`config.mk`:
```
export PLATFORM = sky130hd
export DESIGN_NAME = seq_multiplier
export DESIGN_NICKNAME = d
export VERILOG_FILES = /design/src/rtl/seq_multiplier.sv
export SDC_FILE = /design/constraint.sdc
export NUM_CORES = 1
export LEC_CHECK = 0
export CAP_MARGIN = 0
export CELL_PAD_IN_SITES_DETAIL_PLACEMENT = 2
export CELL_PAD_IN_SITES_GLOBAL_PLACEMENT = 2
export CORE_AREA = 2 2 95 78
export DETAILED_ROUTE_END_ITERATION = 16
export DIE_AREA = 0 0 97 80
export PLACE_DENSITY_LB_ADDON = 0.1
export SLEW_MARGIN = 20
export SYNTH_ARGS = -nofsm -noshare
export SYNTH_HDL_FRONTEND = slang
export SYNTH_SLANG_ARGS = --single-unit
```
`constraint.sdc`:
```
create_clock -name clk -period 3.2 [get_ports clk]
set_input_delay 0.48 -clock clk [delete_from_list [all_inputs] [get_ports clk]]
set_output_delay 0.48 -clock clk [all_outputs]
set_load 0.01 [all_outputs]
```
`src/rtl/seq_multiplier.sv`:
```
// Sequential shift-add multiplier.
// Takes WIDTH cycles per operation and holds the last result on product.
// With SIGNED=1 the core multiplies operand magnitudes, then negates the
// result when the operand signs differ.
module seq_multiplier #(
   parameter int WIDTH  = 8,
   parameter bit SIGNED = 1'b0
) (
   input  logic                 clk,
   input  logic                 rst,
   input  logic                 start,
   input  logic [WIDTH-1:0]     a,
   input  logic [WIDTH-1:0]     b,
   output logic [2*WIDTH-1:0]   product,
   output logic                 busy,
   output logic                 done
);

   localparam int CW = $clog2(WIDTH) + 1;

   typedef enum logic [1:0] {
      S_IDLE = 2'd0,
      S_RUN  = 2'd1,
      S_DONE = 2'd2
   } state_t;

   state_t                state, state_nxt;
   logic [WIDTH-1:0]      mcand;       // multiplicand magnitude
   logic [WIDTH-1:0]      mplier;      // multiplier; low product bits shift in from the top
   logic [WIDTH-1:0]      acc;         // upper product half
   logic [CW-1:0]         cnt;
   logic                  neg;         // result must be negated (signed mode only)

   logic                  last;
   logic [WIDTH-1:0]      a_mag, b_mag;
   logic [WIDTH:0]        sum;
   logic [WIDTH-1:0]      acc_nxt, mplier_nxt;
   logic [2*WIDTH-1:0]    prod_mag, prod_fin;

   // The step that sees cnt == WIDTH-1 is the final one.
   assign last = (cnt == CW'(WIDTH - 1));

   // State register; reset wins over everything else.
   always_ff @(posedge clk) begin
      if (rst) state <= S_IDLE;
      else     state <= state_nxt;
   end

   // Next-state logic: IDLE -> RUN on start, RUN -> DONE after WIDTH steps, DONE -> IDLE.
   always_comb begin
      state_nxt = state;
      case (state)
         S_IDLE:  if (start) state_nxt = S_RUN;
         S_RUN:   if (last)  state_nxt = S_DONE;
         S_DONE:  state_nxt = S_IDLE;
         default: state_nxt = S_IDLE;
      endcase
   end

   // Status outputs decode the state register only.
   always_comb begin
      busy = (state == S_RUN);
      done = (state == S_DONE);
   end

   // Operand magnitudes. The most negative value maps to itself, which is
   // its correct unsigned magnitude.
   always_comb begin
      if (SIGNED) begin
         a_mag = a[WIDTH-1] ? -a : a;
         b_mag = b[WIDTH-1] ? -b : b;
      end else begin
         a_mag = a;
         b_mag = b;
      end
   end

   // One shift-add step. The carry is kept and shifted in as the new acc MSB.
   always_comb begin
      sum        = {1'b0, acc} + (mplier[0] ? {1'b0, mcand} : '0);
      acc_nxt    = sum[WIDTH:1];
      mplier_nxt = {sum[0], mplier[WIDTH-1:1]};
      prod_mag   = {acc_nxt, mplier_nxt};
      prod_fin   = (SIGNED && neg) ? -prod_mag : prod_mag;
   end

   // Datapath: capture on an accepted start, step while running, load the result on the final step.
   always_ff @(posedge clk) begin
      if (rst) begin
         mcand   <= '0;
         mplier  <= '0;
         acc     <= '0;
         cnt     <= '0;
         neg     <= 1'b0;
         product <= '0;
      end else begin
         case (state)
            S_IDLE: begin
               if (start) begin
                  mcand  <= a_mag;
                  mplier <= b_mag;
                  acc    <= '0;
                  cnt    <= '0;
                  neg    <= SIGNED ? (a[WIDTH-1] ^ b[WIDTH-1]) : 1'b0;
               end
            end
            S_RUN: begin
               acc    <= acc_nxt;
               mplier <= mplier_nxt;
               cnt    <= cnt + CW'(1);
               if (last) product <= prod_fin;
            end
            default: ;
         endcase
      end
   end

endmodule

```
==> results.yml, run 1 <==
place:
  post-place-ws_ns: 0.885
  gp_congestion: 0.819
  dpl_cell_area_um2: 2570
  dp.cells: 372
  io_buffer_count: 36
  place_hpwl_mm: 4.58
routing:
  viasPerCell: 5.27
  dr.pass1.iters: 4
  drc: 0
  drt-initial-drc-count: 76
  antenna_left: 0
  wire_per_inst_um: 17.6
  via_count: 1996
  wirelength_mm: 6.66
floorplan:
  start_util_pct: 32.2
  die_w_um: 97
  ios: 37
  fp.dieArea_um2: 7760
  fp.coreArea_um2: 6790
  die_y_um: 80
  num_rows: 27
sta:
  slew_violations: 0
  finalCritPeriodShare_pct: 79.0
  worstMarginPinSlew_ns: 0.944
  setup_viol: 0
  fmax_mhz: 395
  maxSlewHeadroom_pct: 37.1
  hold_viol: 0
  fin_setup_tns_ns: 0
  rsz0062_at_grt: "false"
  finClkSkew_ns: 0.00709
  whs_ns: 0.463
  post-route-min-period_ns: 2.53
  setup_slack_ns: 0.671
cells_and_area:
  utilization_pct: 39.6
  area_delta_synth_final_pct: 22.9
  design_area_um2: 2690
  nNetsFinal: 321
  drive_gt1_share_pct: 6.16
  antennaDiodeCount: 0
  final_cell_count_no_fill: 379
  fillers: 783
grt:
  grt_pass1_vias: 2104
  antenna_found_initial: 0
  grt_pass1_wl_mm: 10.9
  track_usage_pct: 17.7
  overflow: 0
  grt_max_degree: 55
logic_synthesis:
  synthTopCellsByArea: "dfxtp_1 (42%), a21oi_1 (9.2%), nand2_1 (8.4%), ha_1 (5.1%), nand3_1 (3.2%)"
  yosys.area.top_type: "dfxtp_1"
  syn_inst: 263
  syn_avg_cell_area_um2: 8.32
  synth_seq_cells: 46
  synth_nets: 292
  seq_area_frac_synth_pct: 42.1
  yosysWarningCount: 0
  synth_cell_types: 43
  synth.top_cell.area_share_pct: 42.1
  netlist_area_um2: 2190
clock_network:
  tritoncts: "built"
  insertion_delay_ns: 0.30
  ctsRootBufferMaster: "clkbuf_8"
  cts_buffer_depth: 2
  numClockSinks: 46
  cts_resized: 0
  htreeDepth: 2
  clk_pin_slew_ns: 0.09
  cts_hold_buf: 0
  postCtsSetupRepairBufs: 0
  numCtsBuffers: 5
critical_path:
  rr_endpoint: "acc[5]"
  ff2ff_setup_slack_ns: 0.83
  rr_worst_depth: 7
  r2r_start: "mplier[0]"
  start_kind: "register"
  end_kind: "output pin"
  crit_fanout: 20
  critPathRequiredTime_ns: 2.72
  path_class: "register to output pin"
  arrival_ns: 2.05
power_and_ir_drop:
  power_mw: 1.17
  vdd_ir_drop_max_mv: 0.152
  power_density_nw_per_um2: 437
  p_leak_nw: 0.978
run_status:
  status: "complete, no violations"
min_path:
  min_path_cells: 2
  hold_path.startpoint: "product[10]"
  hold_path_end: "product[10]"
  hold_class: "register to register"
run:
  maxCapViolCount: 0
-- layout by cell type (no fill, tap or decap), types with 4 or more instances in the layout --
cell type,n
and2_1,8
nand4b_1,4
a21oi_1,40
clkbuf_8,6
ha_1,9
nand3b_1,6
nor2_1,14
o211ai_1,5
or4_1,4
a22oi_1,7
nand3_1,14
nand2b_1,4
clkdlybuf4s50_1,35
dfxtp_1,46
nand2_1,49
-- cells by family (layout without fill, tap and decap cells) --
| family | count (synthesis) | count (layout) | synth area share, % |
|---|---|---|---|
| AND/OR/NAND/NOR | 118 | 118 | 27.3 |
| AO/OA/AOI/OAI | 66 | 66 | 18.1 |
| flip-flops | 46 | 46 | 42.1 |
| buffers and inverters | 20 | 49 | 5.03 |
| adder cells (fa/ha/maj) | 10 | 10 | 6.06 |
| XOR/XNOR | 2 | 2 | 0.801 |
| multiplexers | 1 | 1 | 0.515 |
-- power breakdown --
part / total (mW) / internal, mW / switching [mW]
Combinational: 0.112 / 0.0453 / 0.0667
Sequential: 0.603 / 0.589 / 0.0139
Clock: 0.459 / 0.250 / 0.209
Total: 1.17 / 0.885 / 0.289
-- cell type report --
type,count,area [um^2],share of cell area [%]
Inverter,3,11.3,0.419
Clock buffer,6,82.6,3.07
Clock inverter,1,30.0,1.12
Sequential cell,46,921,34.3
Timing Repair Buffer,39,378,14.1
Multi-Input combinational cell,197,1160,43.0
Tap cell,87,109,4.05
-- critical path, cell delays in order (launching register included) --
cell and delay [ns]:
dfxtp_1 0.39, nand2b_1 0.70, inv_1 0.14, clkdlybuf4s50_1 0.52
-- layer usage --
| metal | vias up | track usage [%] | share of wire [%] | routed length [um] |
|---|---|---|---|---|
| li1 | 979 | - | - | - |
| met1 | 982 | 24.0 | 49 | 3270 |
| met2 | 30 | 29.6 | 48 | 3170 |
| met3 | 5 | 2.71 | 2.4 | 158 |
| met4 | 0 | 4.65 | 0.89 | 59 |
| met5 | - | 0 | 0 | 0 |
-- state kept, by name, indices dropped and copies added, names as in the netlist --
signal   flops
mcand        8
state        2
acc          8
mplier       8
product     16
cnt          4
-- Yosys cell counts, drive strengths merged --
library cell   n
nand2b         4
xor2           1
or4            4
clkbuf         8
xnor2          1
nor2b          1
nor3           3
nand2         49
a22oi          7
a21o           1
o211ai         5
nand3         14
o2111ai        2
nor2          15
inv            3
ha             9
or3b           1
dfxtp         46
nand3b         6
fa             1
a211oi         1
o21bai         1
and3           1
and2           8
nand4          1
nand4b         4
nor4           2
or3            2
o31ai          2
mux2           1
a2111o         2
a21oi         41
nor3b          1
or2            2
o21ai          4
buf            9
-- worst max path at each step --
stage,from,end,slack [ns],cells after the start
after floorplan,mplier[0],product[13],1.23,7
after global placement,mplier[0],product[13],1.03,7
after detailed placement,mplier[0],acc[5],0.89,7
after CTS,state[1],busy,0.65,3
after global routing,state[1],busy,0.55,3
final,state[1],busy,0.67,3
Power figures use the tool's default switching activity.
==> run 2: changes to the inputs <==
CORE_AREA = 2 2 102 85   (was 2 2 95 78)
DIE_AREA = 0 0 104 87   (was 0 0 97 80)
clock period = 2.24 ns   (was 3.2 ns; I/O delays follow)
==> run 2 against run 1 <==
Against the previous run: global-route usage down 2.4 points; worst hold slack got worse by 0.0051 ns; clock power rose by 37%; sequential power is 42% higher; clock skew fell by 0.0013 ns; cell count increased by 8.2%; largest cell class unchanged; highest routed layer unchanged; largest power group unchanged; sequential share of layout area shrank 0.83 points; non-clock buffer count is 5 higher; sequential cell count did not move; via count is 0.45% lower.
==> results.yml, run 2 (same netlist as run 1, synthesis figures left out) <==
cells_and_area:
  utilization_pct: 34.0
  nNetsFinal: 326
  regMostFlops: "product"
  largest_register_ffs: 16
  area_delta_synth_final_pct: 25.9
  layout_commonest_cell: "nand2_1"
  fillers: 964
  antennaDiodeCount: 0
  mostFrequentLayoutCells: "nand2_1 (49), dfxtp_1 (46), a21oi_1 (39)"
  drive_gt1_share_pct: 7.72
place:
  place_hpwl_mm: 4.64
  gp_congestion: 0.684
  io_buffer_count: 36
clock_network:
  tritoncts: "built"
  clk_pin_slew_ns: 0.09
  insertion_delay_ns: 0.30
  ctsRootBufferMaster: "clkbuf_8"
  numClockSinks: 46
  htreeDepth: 2
  cts_hold_buf: 0
  numCtsBuffers: 5
  cts_resized: 0
  cts_buffer_depth: 2
  postCtsSetupRepairBufs: 0
critical_path:
  ff2ff_setup_slack_ns: 0.20
  r2r_start: "mplier[0]"
  path_class: "register to register"
  arrival_ns: 2.29
  critPathRequiredTime_ns: 2.49
  critPathCapture: "product[14]"
  crit_fanout: 6
  slowest_stage: "or4_1"
  path_buf_inv: 1
  rr_worst_depth: 7
  cp_top_family: "simple AND/OR/NAND/NOR gates"
  start_kind: "register"
  slowest_delay_ns: 0.54
  crit_start: "mplier[0]"
  crit_chain: "buf_4 -> and2_1 -> ha_1 -> a21oi_2 -> a211oi_1 -> or4_1 -> nand3_1"
  rr_endpoint: "product[14]"
  end_kind: "register"
  cp_num_cells: 7
sta:
  worstMarginPinSlew_ns: 0.502
  finalCritPeriodShare_pct: 91.2
  fin_setup_tns_ns: 0
  slew_violations: 0
  maxSlewHeadroom_pct: 66.5
  rsz0062_at_grt: "false"
  fmax_mhz: 490
  hold_viol: 0
  setup_viol: 0
  post-route-min-period_ns: 2.04
  finClkSkew_ns: 0.00583
routing:
  wirelength_mm: 6.57
  wire_per_inst_um: 16.0
  viasPerCell: 4.85
  antenna_left: 0
  dr.pass1.iters: 4
  via_count: 1987
  drc: 0
  drt-initial-drc-count: 42
grt:
  overflow: 0
  grt_max_degree: 31
  grt_pass1_vias: 2151
  grt_pass1_wl_mm: 11.0
  track_usage_pct: 15.3
  antenna_found_initial: 0
power_and_ir_drop:
  power_density_nw_per_um2: 600
  vdd_ir_drop_max_mv: 0.229
  p_leak_nw: 0.999
  power_mw: 1.65
floorplan:
  ios: 37
  die_w_um: 104
  fp.coreArea_um2: 8110
  fp.dieArea_um2: 9050
  num_rows: 30
  start_util_pct: 27.0
  die_y_um: 87
run_status:
  status: "complete, no violations"
run:
  maxCapViolCount: 0
min_path:
  hold_class: "register to register"
run 2: changes by cell type in the layout (fill, tap and decap cells not counted):
cell / previous run / this run
a21oi_1: 40 / 39
a21oi_2: 1 / 2
buf_4: 3 / 8
clkbuf_1: 0 / 2
o21ai_0: 3 / 2
clkbuf_8: 6 / 5
o21ai_1: 1 / 2
run 2: cell type report:
cell class | count | area, um^2 | share of cell area (%)
multi-input cells | 197 | 1160 | 42.1
flip-flops and latches | 46 | 921 | 33.4
repair buffers | 44 | 415 | 15.1
well taps | 112 | 140 | 5.09
clock buffers | 7 | 76.3 | 2.77
clock inverters | 1 | 30.0 | 1.09
inverters | 3 | 11.3 | 0.409
run 2: per-layer routing:
layer  vias up  global-route usage, %  wire [um]
met5         -                      0          0
met4         0                   2.95         44
met3         6                   2.99        151
met2        19                   26.6       3080
met1       972                   20.0       3290
li1        990                      -          -
run 2: worst min path at each step:
stage / from / end / slack [ns] / depth (start not counted)
2_1_floorplan: mcand[0] / mcand[0] / 0.43 / 2
3_3_place_gp: product[4] / product[4] / 0.45 / 2
3_5_place_dp: product[5] / product[5] / 0.45 / 2
4_1_cts: product[5] / product[5] / 0.46 / 2
5_1_grt: product[1] / product[1] / 0.49 / 2
6_report: product[5] / product[5] / 0.46 / 2
run 2: worst min-delay path: stages, from the launching register on:
cell	delay (ns)
dfxtp_1	0.32
nand2_1	0.05
a21oi_1	0.05
run 2: where the power goes:
part           switching (mW)  internal (mW)
Clock                   0.295          0.335
Combinational          0.0957         0.0687
Sequential             0.0176          0.841
run 2: stage by stage:
step | hold slack (ns) | instance area, um^2 | instances | worst slack, ns
CTS | 0.463 | 2750 | 410 | 0.0441
finish | 0.458 | 2750 | 410 | 0.198
floorplan | 0.432 | 2190 | 263 | 0.265
global route | 0.486 | 2750 | 410 | 0.0345
global placement | 0.446 | 2640 | 402 | 0.150
detailed placement | 0.452 | 2640 | 402 | 0.0715
